[config.mk]
export PLATFORM = sky130hd
export DESIGN_NAME = conv_controller
export DESIGN_NICKNAME = d
export VERILOG_FILES = /design/src/rtl/conv_pkg.sv /design/src/rtl/conv_mac.sv /design/src/rtl/conv_controller.sv
export SDC_FILE = /design/constraint.sdc
export NUM_CORES = 1
export LEC_CHECK = 0
export BUFFER_PORTS_ARGS = -buffer_cell sky130_fd_sc_hd__buf_2
export CAP_MARGIN = 25
export CORE_ASPECT_RATIO = 0.9
export CORE_MARGIN = 5
export CORE_UTILIZATION = 55
export DETAILED_ROUTE_END_ITERATION = 8
export PLACE_DENSITY = 0.78
export RECOVER_POWER = 25
export SYNTH_ARGS = -nofsm -noshare
export SYNTH_HDL_FRONTEND = slang
export SYNTH_SLANG_ARGS = --single-unit
[constraint.sdc]
create_clock -name clk -period 4.55 [get_ports clk]
set_input_delay 0.91 -clock clk [delete_from_list [all_inputs] [get_ports clk]]
set_output_delay 0.91 -clock clk [all_outputs]
set_load 0.02 [all_outputs]
[src/rtl/conv_pkg.sv]
// Shared constants, state encoding and index helper for the 3x3 valid convolution controller.
package conv_pkg;

    localparam int unsigned DATA_W   = 8;
    localparam int unsigned IN_DIM   = 4;
    localparam int unsigned K_DIM    = 3;
    localparam int unsigned ACC_W    = 20;
    localparam int unsigned OUT_DIM  = IN_DIM - K_DIM + 1;
    localparam int unsigned TAPS     = K_DIM * K_DIM;
    localparam int unsigned NPOS     = OUT_DIM * OUT_DIM;
    localparam int unsigned IN_SEL_W = $clog2(IN_DIM * IN_DIM);
    localparam int unsigned TAP_W    = $clog2(TAPS);
    localparam int unsigned POS_W    = $clog2(NPOS);

    typedef enum logic [1:0] {
        ST_IDLE = 2'd0,
        ST_MAC  = 2'd1,
        ST_OUT  = 2'd2
    } state_t;

    // Input-tile index of filter tap 'tap' while computing output position 'pos'.
    function automatic logic [IN_SEL_W-1:0] in_index(input logic [POS_W-1:0] pos,
                                                     input logic [TAP_W-1:0] tap);
        int unsigned tr;
        int unsigned tc;
        int unsigned oy;
        int unsigned ox;
        tr = 32'(tap) / K_DIM;
        tc = 32'(tap) % K_DIM;
        oy = 32'(pos) / OUT_DIM;
        ox = 32'(pos) % OUT_DIM;
        return IN_SEL_W'((oy + tr) * IN_DIM + (ox + tc));
    endfunction

endpackage

[src/rtl/conv_mac.sv]
// Registered unsigned multiply-accumulate; clear has priority over enable.
module conv_mac #(
    parameter int unsigned A_W   = 8,
    parameter int unsigned ACC_W = 20
) (
    input  logic             clk,
    input  logic             rst,
    input  logic             clr,
    input  logic             en,
    input  logic [A_W-1:0]   a,
    input  logic [A_W-1:0]   b,
    output logic [ACC_W-1:0] acc
);

    localparam int unsigned PROD_W = 2 * A_W;

    logic [PROD_W-1:0] w_prod;

    assign w_prod = PROD_W'(a) * PROD_W'(b);

    always_ff @(posedge clk or posedge rst) begin
        if (rst) begin
            acc <= '0;
        end else if (clr) begin
            acc <= '0;
        end else if (en) begin
            acc <= acc + ACC_W'(w_prod);
        end
    end

endmodule

[src/rtl/conv_controller.sv]
// Sequences a 3x3 valid convolution over the 4x4 tile, one tap per cycle,
// and hands each of the four results downstream with valid/ready.
module conv_controller
    import conv_pkg::*;
(
    input  logic                clk,
    input  logic                rst,
    input  logic                start,
    input  logic [DATA_W-1:0]   pix_data,
    input  logic [DATA_W-1:0]   flt_data,
    input  logic                out_ready,
    output logic [IN_SEL_W-1:0] in_sel,
    output logic [TAP_W-1:0]    flt_sel,
    output logic [ACC_W-1:0]    result,
    output logic [POS_W-1:0]    out_idx,
    output logic                out_valid,
    output logic                busy,
    output logic                done
);

    localparam int unsigned PROD_W = 2 * DATA_W;

    state_t             r_state;
    logic [POS_W-1:0]   r_pos;
    logic [TAP_W-1:0]   r_tap;
    logic [ACC_W-1:0]   r_result;
    logic [POS_W-1:0]   r_out_idx;
    logic               r_out_valid;
    logic               r_busy;
    logic               r_done;

    state_t             w_state_nxt;
    logic [POS_W-1:0]   w_pos_nxt;
    logic [TAP_W-1:0]   w_tap_nxt;
    logic [ACC_W-1:0]   w_result_nxt;
    logic [POS_W-1:0]   w_out_idx_nxt;
    logic               w_out_valid_nxt;
    logic               w_busy_nxt;
    logic               w_done_nxt;

    logic               w_in_mac;
    logic [ACC_W-1:0]   w_acc;
    logic [PROD_W-1:0]  w_prod;
    logic [ACC_W-1:0]   w_sum;

    assign w_in_mac = (r_state == ST_MAC);

    // Accumulator is held at zero outside MAC, so every position starts clean.
    conv_mac #(
        .A_W   (DATA_W),
        .ACC_W (ACC_W)
    ) u_mac (
        .clk (clk),
        .rst (rst),
        .clr (!w_in_mac),
        .en  (w_in_mac),
        .a   (pix_data),
        .b   (flt_data),
        .acc (w_acc)
    );

    // The last tap's product has not reached the accumulator yet; fold it in here.
    assign w_prod = PROD_W'(pix_data) * PROD_W'(flt_data);
    assign w_sum  = w_acc + ACC_W'(w_prod);

    assign in_sel    = w_in_mac ? in_index(r_pos, r_tap) : '0;
    assign flt_sel   = w_in_mac ? r_tap : '0;
    assign result    = r_result;
    assign out_idx   = r_out_idx;
    assign out_valid = r_out_valid;
    assign busy      = r_busy;
    assign done      = r_done;

    always_ff @(posedge clk or posedge rst) begin
        if (rst) begin
            r_state     <= ST_IDLE;
            r_pos       <= '0;
            r_tap       <= '0;
            r_result    <= '0;
            r_out_idx   <= '0;
            r_out_valid <= 1'b0;
            r_busy      <= 1'b0;
            r_done      <= 1'b0;
        end else begin
            r_state     <= w_state_nxt;
            r_pos       <= w_pos_nxt;
            r_tap       <= w_tap_nxt;
            r_result    <= w_result_nxt;
            r_out_idx   <= w_out_idx_nxt;
            r_out_valid <= w_out_valid_nxt;
            r_busy      <= w_busy_nxt;
            r_done      <= w_done_nxt;
        end
    end

    // Next-state and registered-output logic.
    always_comb begin
        w_state_nxt     = r_state;
        w_pos_nxt       = r_pos;
        w_tap_nxt       = r_tap;
        w_result_nxt    = r_result;
        w_out_idx_nxt   = r_out_idx;
        w_out_valid_nxt = r_out_valid;
        w_busy_nxt      = r_busy;
        w_done_nxt      = 1'b0;

        case (r_state)
            ST_IDLE: begin
                if (start) begin
                    w_state_nxt = ST_MAC;
                    w_pos_nxt   = '0;
                    w_tap_nxt   = '0;
                    w_busy_nxt  = 1'b1;
                end
            end
            ST_MAC: begin
                if (r_tap == TAP_W'(TAPS - 1)) begin
                    w_result_nxt    = w_sum;
                    w_out_idx_nxt   = r_pos;
                    w_out_valid_nxt = 1'b1;
                    w_state_nxt     = ST_OUT;
                end else begin
                    w_tap_nxt = r_tap + TAP_W'(1);
                end
            end
            ST_OUT: begin
                if (out_ready) begin
                    w_out_valid_nxt = 1'b0;
                    w_tap_nxt       = '0;
                    if (r_pos == POS_W'(NPOS - 1)) begin
                        w_done_nxt  = 1'b1;
                        w_busy_nxt  = 1'b0;
                        w_state_nxt = ST_IDLE;
                    end else begin
                        w_pos_nxt   = r_pos + POS_W'(1);
                        w_state_nxt = ST_MAC;
                    end
                end
            end
            default: begin
                w_state_nxt = ST_IDLE;
            end
        endcase
    end

endmodule
# Word level (Yosys, flattened, before mapping)
# Index checks and enable logic that the tools add are counted.
# word_totals
reg_bits	53
word_cells	64
# op_classes
add_sub_neg	6
multipliers	1
div_mod_pow	2
eq_ne	10
n_mux	26
n_reduce_logical	10
# op_table
op	count
$div 4x2->32 const B	1
$mod 4x2->32 const B	1
$add 20x16->20	1
$mux 20	1
$mux 4	5
$mul 8x8->16	1
$mux 2	6
$pmux 4 s3	1
$reduce_and 4->1	3
$ne 2x2->1 const B	5
$mux 1	9
$pmux 2 s3	1
$reduce_and 3->1	2
$add 1x4->4	1
$add 4x1->4 const B	1
$add 4x4->4	1
$eq 2x2->1 const B	2
$eq 4x4->1 const B	1
$pmux 1 s2	2
$pmux 2 s2	1
$reduce_bool 2->1	2
$reduce_bool 3->1	1
$add 1x2->2	1
$add 2x1->2 const B	1
other kinds (4)	4

# Depth between registers and ports, before layout
# Gate-level depths: netlist of run 1.
# depth
word_depth	4
depth_mapped	18
ltp_nobuf	17

# Hierarchy
# Synthesis of run 1 repeated with hierarchy kept, for this count alone.
# hier_totals
hier_cells	981
hier_area_um2	8298.0
# modules_own_cells
module	instances	cells_per_inst	area_per_inst_um2
conv_controller	1	522	4511.8
conv_mac	1	459	3786.1

# Worst setup path after synthesis of run 1
# OpenSTA, ideal clock, no wires.
# synth_timing
path_type	input to register
startpoint	input flt_data[1]
endpoint	register r_result[19], in the netlist result[19]
arrival_time_ns	4.796
required_time_ns	4.455
slack_ns	-0.341
cell_stages	15
path_buffers	1
cell_sequence	clkbuf_1 -> nand2_1 -> fa_1 -> fa_1 -> inv_1 -> ha_1 -> inv_1 -> fa_1 -> fa_1 -> nand2b_1 -> a211oi_2 -> o21bai_1 -> a2111o_1 -> and3_1 -> o31ai_1
# synth_between
elab_chain_len	2
# synth_lines
element	line	text
from (decl)	conv_controller.sv:10	input logic [DATA_W-1:0] flt_data,
$mul 8x8->16	conv_controller.sv:63	assign w_prod = PROD_W'(pix_data) * PROD_W'(flt_data);
$add 20x16->20	conv_controller.sv:64	assign w_sum = w_acc + ACC_W'(w_prod);
to (signal assigned)	conv_controller.sv:88	r_result <= w_result_nxt;
to (decl)	conv_controller.sv:26	logic [ACC_W-1:0] r_result;
# Every way passes these cells.
# A chain may end at the register's enable or synchronous reset.

# Final worst setup path of run 1
# layout_timing
startpoint	register r_tap[2]
endpoint	output in_sel[3]
# layout_between
elab_chain_len	4
elab_cells_between_ends	6
cone_classes	add/sub: 3; div: 2; mux: 1
# layout_lines
element	line	text
from (decl)	conv_controller.sv:25	logic [TAP_W-1:0] r_tap;
from (signal assigned)	conv_controller.sv:87	r_tap <= w_tap_nxt;
$mod 4x2->32 / $div 4x2->32 (equally long branches)	conv_pkg.sv:29, conv_pkg.sv:28	
$add 1x4->4 / $add 1x2->2 (equally long branches)	conv_pkg.sv:32	return IN_SEL_W'((oy + tr) * IN_DIM + (ox + tc));
$add 4x4->4 (*)	conv_pkg.sv:32	
$mux 4 (*)	conv_controller.sv:66	assign in_sel = w_in_mac ? in_index(r_pos, r_tap) : '0;
to (decl)	conv_controller.sv:12	output logic [IN_SEL_W-1:0] in_sel,
# Mark *: on every way between the ends. The rest lies on a longest branch, timed or not.

==> summary.log, run 1 <==
qor: detailed_routing.routed.top_layer met4
qor: yosys.post_syn_instances 553
qor: detailed_routing.met3_wirelength 499 um
qor: cells_and_area.regArea 0.00133 sq mm
qor: cells_and_area.fill_cells 697
qor: yosys.synth.lib_cells_used.distinct 44
qor: detailed_routing.avg_wl_per_cell 15.3 um
qor: yosys.synth_seq_cells 53
qor: sta.setup_violations 1
qor: clock_network.worstSkewPairLatency 310 ps
qor: floorplanning.die_height 101 um
qor: place.port-buffer-count 52
qor: detailed_routing.routed_wire_length 11900 um
qor: setup_path.worst_setup_path_start_kind flop
qor: yosys.synth_top_area_share 26.4%
qor: detailed_routing.first_iter_violations 192
qor: cells_and_area.drive_above_1_share 28.4%
qor: setup_path.critPathMaxFanout 4
qor: sta.layout_min_cycle_time 4610 ps
qor: sta.final.period_utilization 101%
qor: yosys.ys_seq_area_share 26.4%
qor: yosys.biggest_area_consumer_among_synthesized_cells sky130_fd_sc_hd__dfrtp_1
qor: outcome.outcome finished, violations left
qor: yosys.synth.cell_area 0.00502 sq mm
qor: cells_and_area.area_growth_syn_to_layout 26.7%
qor: floorplanning.initial_utilization 55.7%
qor: floorplanning.die_w 111 um
qor: clock_network.cts_hold_buf 0
qor: setup_path.setup.worst_path.end_class primary output
qor: detailed_routing.drtPass1Iterations 5
qor: global_route.globalRouteOverflowTotal 0
qor: yosys.syn-mean-instance-area 9.07 sq um
qor: min_path.worstHoldPathType flop to flop
qor: global_route.grt_pass1_wl 20800 um
qor: sta.max_slew.worst_pin.slew 2330 ps
qor: cells_and_area.multi_input_comb_area 0.00370 sq mm
qor: setup_path.crit_path_frequent_cell sky130_fd_sc_hd__ha_4
qor: global_route.grt_max_degree 44
qor: yosys.synth_async_sr_flop_share 100%
qor: place.routabilityCongestion 0.843
qor: clock_network.clk_root_buffer_cell sky130_fd_sc_hd__clkbuf_8
qor: clock_network.clock_tree.htree_level_count 2
qor: sta.timing.clock.skew 8.49 ps
qor: cells_and_area.design.final.nets 781
qor: floorplanning.design.core.area 0.00900 sq mm
qor: detailed_routing.drtAntennaViolNets 0
qor: setup_path.timing_worst_setup_path_type flop to primary output
qor: detailed_routing.avgViaCountPerCell 5.35
qor: clock_network.cts.sink_count 53
qor: clock_network.cts_tree yes
qor: yosys.synth_edf_count 0
qor: sta.postLayoutSetupSlackWorst -60.8 ps
qor: detailed_routing.met2_wirelength 6020 um
qor: sta.timing.final.hold_violations 0
qor: yosys.synth.area.top_cells sky130_fd_sc_hd__dfrtp_1, sky130_fd_sc_hd__fa_1, sky130_fd_sc_hd__ha_1, sky130_fd_sc_hd__inv_1, sky130_fd_sc_hd__nand2_1
qor: sta.grt_setup_unrepaired true
qor: sta.timing.max_slew.rel_slack -55.4%
qor: floorplanning.placement_rows 33
qor: global_route.initial_antenna_violation_count 0
qor: setup_path.slowest_stage_cell_crit_path sky130_fd_sc_hd__or4b_4
qor: outcome.violations capacitance limit, slew limit, setup timing
qor: setup_path.required 3640 ps
qor: yosys.most_instantiated_flip_flop_cell_in_the_synthesis_netlist sky130_fd_sc_hd__dfrtp_1
qor: sta.maxClockFrequency 217 MHz
qor: global_route.grtUsageTotal 22.4%
qor: floorplanning.io-pin-count 53
qor: setup_path.wp_data_arrival 3700 ps
qor: floorplanning.die_area 0.0111 sq mm
qor: detailed_routing.vias 4175
qor: yosys.synth.yosys.warnings 0
qor: sta.final_max_tran_viols 44
qor: setup_path.cp_cell_sequence ha_4 > o21ai_1 > ha_1 > inv_1 > nor3_4 > a32oi_2 > nand2b_4 > ha_4 > ha_4 > o2111a_1 > nor2_1 > or4b_4 > mux2i_4 > buf_6
qor: detailed_routing.drcViolationCount 0
qor: global_route.vias_in_the_first_global_route 4510
qor: place.place.detailed.instances 765
qor: place.detailed_place_hpwl 9360 um
qor: cells_and_area.finalNonFillerCells 780
qor: clock_network.clockBufferDepth 2
qor: place.dpl_worst_slack -500 ps
qor: flow_run.cap_violations 1
qor: yosys.syn-num-nets 676
qor: clock_network.cts_made_buffers 5
qor: clock_network.path_clk_slew 100 ps
qor: cells_and_area.n_antenna_cell 0
qor: detailed_routing.drt-met1-wl 5260 um
qor: setup_path.slowest_delay 480 ps
==> timing repair <==
item                       CTS  global route
hold endpoints to repair     0             0
cloned                       0             0
setup endpoints to repair    9            16
buffers inserted             6             2
resized for setup           42            47
pin swaps                   31            32
==> critical path: cells and delay by family, from the launching register on <==
kind	cells	cell delay, ps
multiplexers	1	180
flip-flops	1	450
AO/OA/AOI/OAI	3	650
adder cells (fa/ha/maj)	4	1010
buffers and inverters	2	270
AND/OR/NAND/NOR	4	830
==> cell usage in the layout, fill, tap and decap left out, types with 11 or more instances in the layout <==
master                     n
sky130_fd_sc_hd__nand2_1  80
sky130_fd_sc_hd__inv_1    78
sky130_fd_sc_hd__buf_4    56
sky130_fd_sc_hd__dfrtp_1  50
sky130_fd_sc_hd__fa_1     43
sky130_fd_sc_hd__and2_1   40
sky130_fd_sc_hd__ha_1     39
sky130_fd_sc_hd__buf_2    39
sky130_fd_sc_hd__nor2_1   27
sky130_fd_sc_hd__o21ai_0  17
sky130_fd_sc_hd__a21oi_1  16
sky130_fd_sc_hd__inv_2    12
sky130_fd_sc_hd__nor3_1   11
sky130_fd_sc_hd__ha_4     11
==> worst paths after layout <==
kind,slack (ps),to,startpoint,depth (start not counted)
max,-60,in_sel[3],r_tap[2],14
min,480,result[8],result[8],2
max reg2reg,470,result[18],u_mac.acc[7],12
min reg2reg,480,result[8],result[8],2
max in group asynchronous,1460,result[4],rst,3
min in group asynchronous,570,out_idx[1],rst,2
==> metrics by stage <==
| stage | TNS, ps | instance area [sq um] | hold slack, ps | utilization [%] |
|---|---|---|---|---|
| floorplan | -78.9 | 5150 | 528 | - |
| global placement | -4140 | 5860 | 456 | 65.1 |
| detailed placement | -5470 | 5880 | 464 | 65.3 |
| CTS | -33.2 | 6210 | 486 | 69.0 |
| global route | -520 | 6350 | 521 | 70.6 |
| finish | -60.8 | 6350 | 481 | 70.6 |
==> cells by family after synthesis <==
family / share of synthesized area (%)
buf+inv: 7.51
mux: 0.624
simple gates: 18.3
xor+xnor: 2.27
compound gates: 11.6
flops: 26.4
fa+ha+maj: 33.2
==> registers in the layout, indices dropped and copies added (netlist names) <==
signal / flops
result: 20
r_state: 2
busy: 1
done: 1
out_idx: 2
r_tap: 4
out_valid: 1
r_pos: 2
u_mac.acc: 20
==> synth_stat cells (all sizes together) (2+ instances only) <==
library cell	count
o211ai	2
o31ai	7
o21a	8
a21o	8
xor2	3
nor2	28
a21boi	4
nand2b	8
nand4	3
and3b	2
fa	50
nand3	7
nor3	13
ha	53
nand2	85
a211oi	4
inv	90
a32oi	2
dfrtp	53
o21ai	21
a21oi	20
and2	43
mux2i	2
a211o	4
clkbuf	9
xnor2	10
==> metal layers <==
layer	GRT usage, %	vias up
met4	4.45	0
li1	-	1983
met3	3.00	20
met2	39.9	110
met5	0	-
met1	29.7	2062
==> final cells by class <==
cell class	instances	share of cell area [%]
multi-input cells	400	58.2
flip-flops and latches	53	20.9
inverters	90	5.32
repair buffers	108	11.8
well taps	122	2.40
clock buffers	7	1.36
Power of run 1 is not shown: default switching activity piles up to over one toggle a cycle in this logic, so the estimate is an artifact.
==> run 2: changes to the inputs <==
--- a/config.mk
+++ b/config.mk
@@ -11,8 +11,10 @@
 export CORE_MARGIN = 5
 export CORE_UTILIZATION = 55
 export DETAILED_ROUTE_END_ITERATION = 8
+export HOLD_SLACK_MARGIN = 0.08
 export PLACE_DENSITY = 0.78
 export RECOVER_POWER = 25
+export SETUP_SLACK_MARGIN = 0.15
 export SYNTH_ARGS = -nofsm -noshare
 export SYNTH_HDL_FRONTEND = slang
 export SYNTH_SLANG_ARGS = --single-unit
==> summary.log, run 2 (synthesis gave the netlist of run 1 again) <==
qor: cells_and_area.fin_util 73.7% [+3.1 points]
qor: sta.grt_setup_unrepaired true
qor: clock_network.clockBufferDepth 2 [unchanged]
qor: place.place.detailed.instances 760 [-0.65%]
qor: sta.final.period_utilization 102% [+0.45 points]
qor: floorplanning.die_height 101 um [unchanged]
qor: floorplanning.placement_rows 33 [unchanged]
qor: sta.setup_violations 1 [unchanged]
qor: place.port-buffer-count 52 [unchanged]
qor: place.detailed_place_hpwl 9260 um [-1.1%]
qor: setup_path.wp_data_arrival 3720 ps [+20 ps]
qor: sta.max_slew.worst_pin.slew 1700 ps [-635 ps]
qor: outcome.outcome finished, violations left
qor: detailed_routing.drtPass1Iterations 5 [unchanged]
qor: global_route.vias_in_the_first_global_route 4495 [-0.33%]
qor: floorplanning.die_w 111 um [unchanged]
qor: cells_and_area.n_antenna_cell 0 [unchanged]
qor: detailed_routing.drtAntennaViolNets 0 [unchanged]
qor: sta.postLayoutSetupSlackWorst -81.3 ps [-20.5 ps]
qor: sta.hold_slack 477 ps [-3.72 ps]
qor: global_route.initial_antenna_violation_count 0 [unchanged]
qor: place.routabilityCongestion 0.845 [+0.30%]
qor: sta.setup_total_negative_slack -81.3 ps [-20.5 ps]
qor: setup_path.worst_setup_path_start_kind flop
qor: floorplanning.initial_utilization 55.7% [unchanged]
qor: clock_network.path_clk_slew 90 ps [about the same]
qor: clock_network.clk_root_buffer_cell sky130_fd_sc_hd__clkbuf_8
qor: flow_run.cap_violations 1 [unchanged]
qor: detailed_routing.vias 4202 [+0.65%]
qor: global_route.grt_pass1_wl 20800 um [-0.27%]
qor: outcome.violations capacitance limit, slew limit, setup timing
qor: global_route.globalRouteOverflowTotal 0 [unchanged]
qor: floorplanning.design.core.area 0.00900 sq mm [unchanged]
qor: detailed_routing.avgViaCountPerCell 5.35 [-0.12%]
qor: cells_and_area.fill_cells 641 [-8.0%]
qor: clock_network.cts_hold_buf 0 [unchanged]
qor: detailed_routing.drcViolationCount 0 [unchanged]
qor: cells_and_area.multi_input_comb_area 0.00385 sq mm [+4.0%]
qor: sta.maxClockFrequency 216 MHz [-0.44%]
qor: clock_network.cts_made_buffers 5 [unchanged]
qor: setup_path.required 3640 ps [about the same]
qor: cells_and_area.drive_above_1_share 33.1% [+4.7 points]
qor: setup_path.critPathMaxFanout 4 [unchanged]
qor: sta.timing.clock.skew 15.6 ps [+7.08 ps]
qor: detailed_routing.first_iter_violations 258 [+34%]
qor: detailed_routing.avg_wl_per_cell 15.8 um [+3.1%]
qor: floorplanning.io-pin-count 53 [unchanged]
qor: detailed_routing.routed_wire_length 12400 um [+3.9%]
qor: global_route.grtUsageTotal 22.4% [about the same]
qor: cells_and_area.design.final.nets 786 [+0.64%]
qor: sta.timing.max_slew.rel_slack -13.1% [+42 points]
qor: cells_and_area.layout.cells.most_common_list sky130_fd_sc_hd__inv_1, sky130_fd_sc_hd__nand2_1, sky130_fd_sc_hd__buf_4
qor: setup_path.timing_worst_setup_path_type flop to primary output
qor: cells_and_area.mostFrequentLayoutCell sky130_fd_sc_hd__inv_1
qor: min_path.worstHoldPathType flop to flop
qor: cells_and_area.finalNonFillerCells 786 [+0.77%]
qor: clock_network.clock_tree.htree_level_count 2 [unchanged]
qor: floorplanning.die_area 0.0111 sq mm [unchanged]
qor: setup_path.setup.worst_path.end_class primary output
qor: clock_network.worstSkewPairLatency 310 ps [about the same]
qor: cells_and_area.area_growth_syn_to_layout 32.2%
qor: sta.layout_min_cycle_time 4630 ps [+20.5 ps]
qor: clock_network.cts.sink_count 53 [unchanged]
qor: global_route.grt_max_degree 32 [-27%]
qor: cells_and_area.regArea 0.00133 sq mm [unchanged]
qor: sta.final_max_tran_viols 32 [-27%]
qor: clock_network.cts_tree yes
qor: sta.timing.final.hold_violations 0 [unchanged]
run 2: layout make-up:
| class | count | area share [%] |
|---|---|---|
| Tap cell | 122 | 2.30 |
| Clock inverter | 1 | 0.453 |
| Sequential cell | 53 | 20.1 |
| Timing Repair Buffer | 113 | 12.7 |
| Clock buffer | 7 | 1.30 |
| Inverter | 90 | 5.10 |
| Multi-Input combinational cell | 400 | 58.0 |
run 2: metrics by stage:
stage / worst slack [ps] / cell area [sq um]
2_1_floorplan: -76.1 / 5220
3_3_place_gp: -309 / 5880
3_5_place_dp: -433 / 5920
4_1_cts: -16.2 / 6360
5_1_grt: -246 / 6630
6_report: -81.3 / 6630
run 2: critical path, cell delays in order, from the launching register on:
cell and delay (ps):
sky130_fd_sc_hd__dfrtp_2 470, sky130_fd_sc_hd__ha_4 260, sky130_fd_sc_hd__nand2b_4 140, sky130_fd_sc_hd__a31o_4 230
sky130_fd_sc_hd__xnor2_2 210, sky130_fd_sc_hd__inv_2 70, sky130_fd_sc_hd__ha_4 170, sky130_fd_sc_hd__nor3_4 140
sky130_fd_sc_hd__a32oi_2 100, sky130_fd_sc_hd__nand2b_4 190, sky130_fd_sc_hd__ha_4 280, sky130_fd_sc_hd__ha_4 200
sky130_fd_sc_hd__o2111a_1 130, sky130_fd_sc_hd__nor2_1 80, sky130_fd_sc_hd__or4b_4 470, sky130_fd_sc_hd__mux2i_4 150
sky130_fd_sc_hd__buf_6 140
run 2: final timing paths:
check	slack (ps)	start	cells past startpoint	endpoint
setup / recovery	-80	r_tap[2]	16	in_sel[3]
hold / removal	480	result[0]	2	result[0]
setup reg to reg	480	u_mac.acc[7]	13	result[19]
hold reg to reg	480	result[0]	2	result[0]
max in group asynchronous	1590	rst	3	r_tap[3]
min in group asynchronous	770	rst	2	u_mac.acc[17]
run 2: metal layers:
metal,wire length (um),up-vias,global-route usage (%)
li1,-,2001,-
met1,5270,2055,29.0
met2,6340,122,39.4
met3,613,24,3.90
met4,188,0,5.49
met5,0,-,0
run 2: what timing repair did:
action	4_1_cts	5_1_grt
buffers inserted	12	6
gates resized for setup	67	57
pin swaps	56	29
setup endpoints to repair	16	24
Power of run 2 is left out for the same reason.
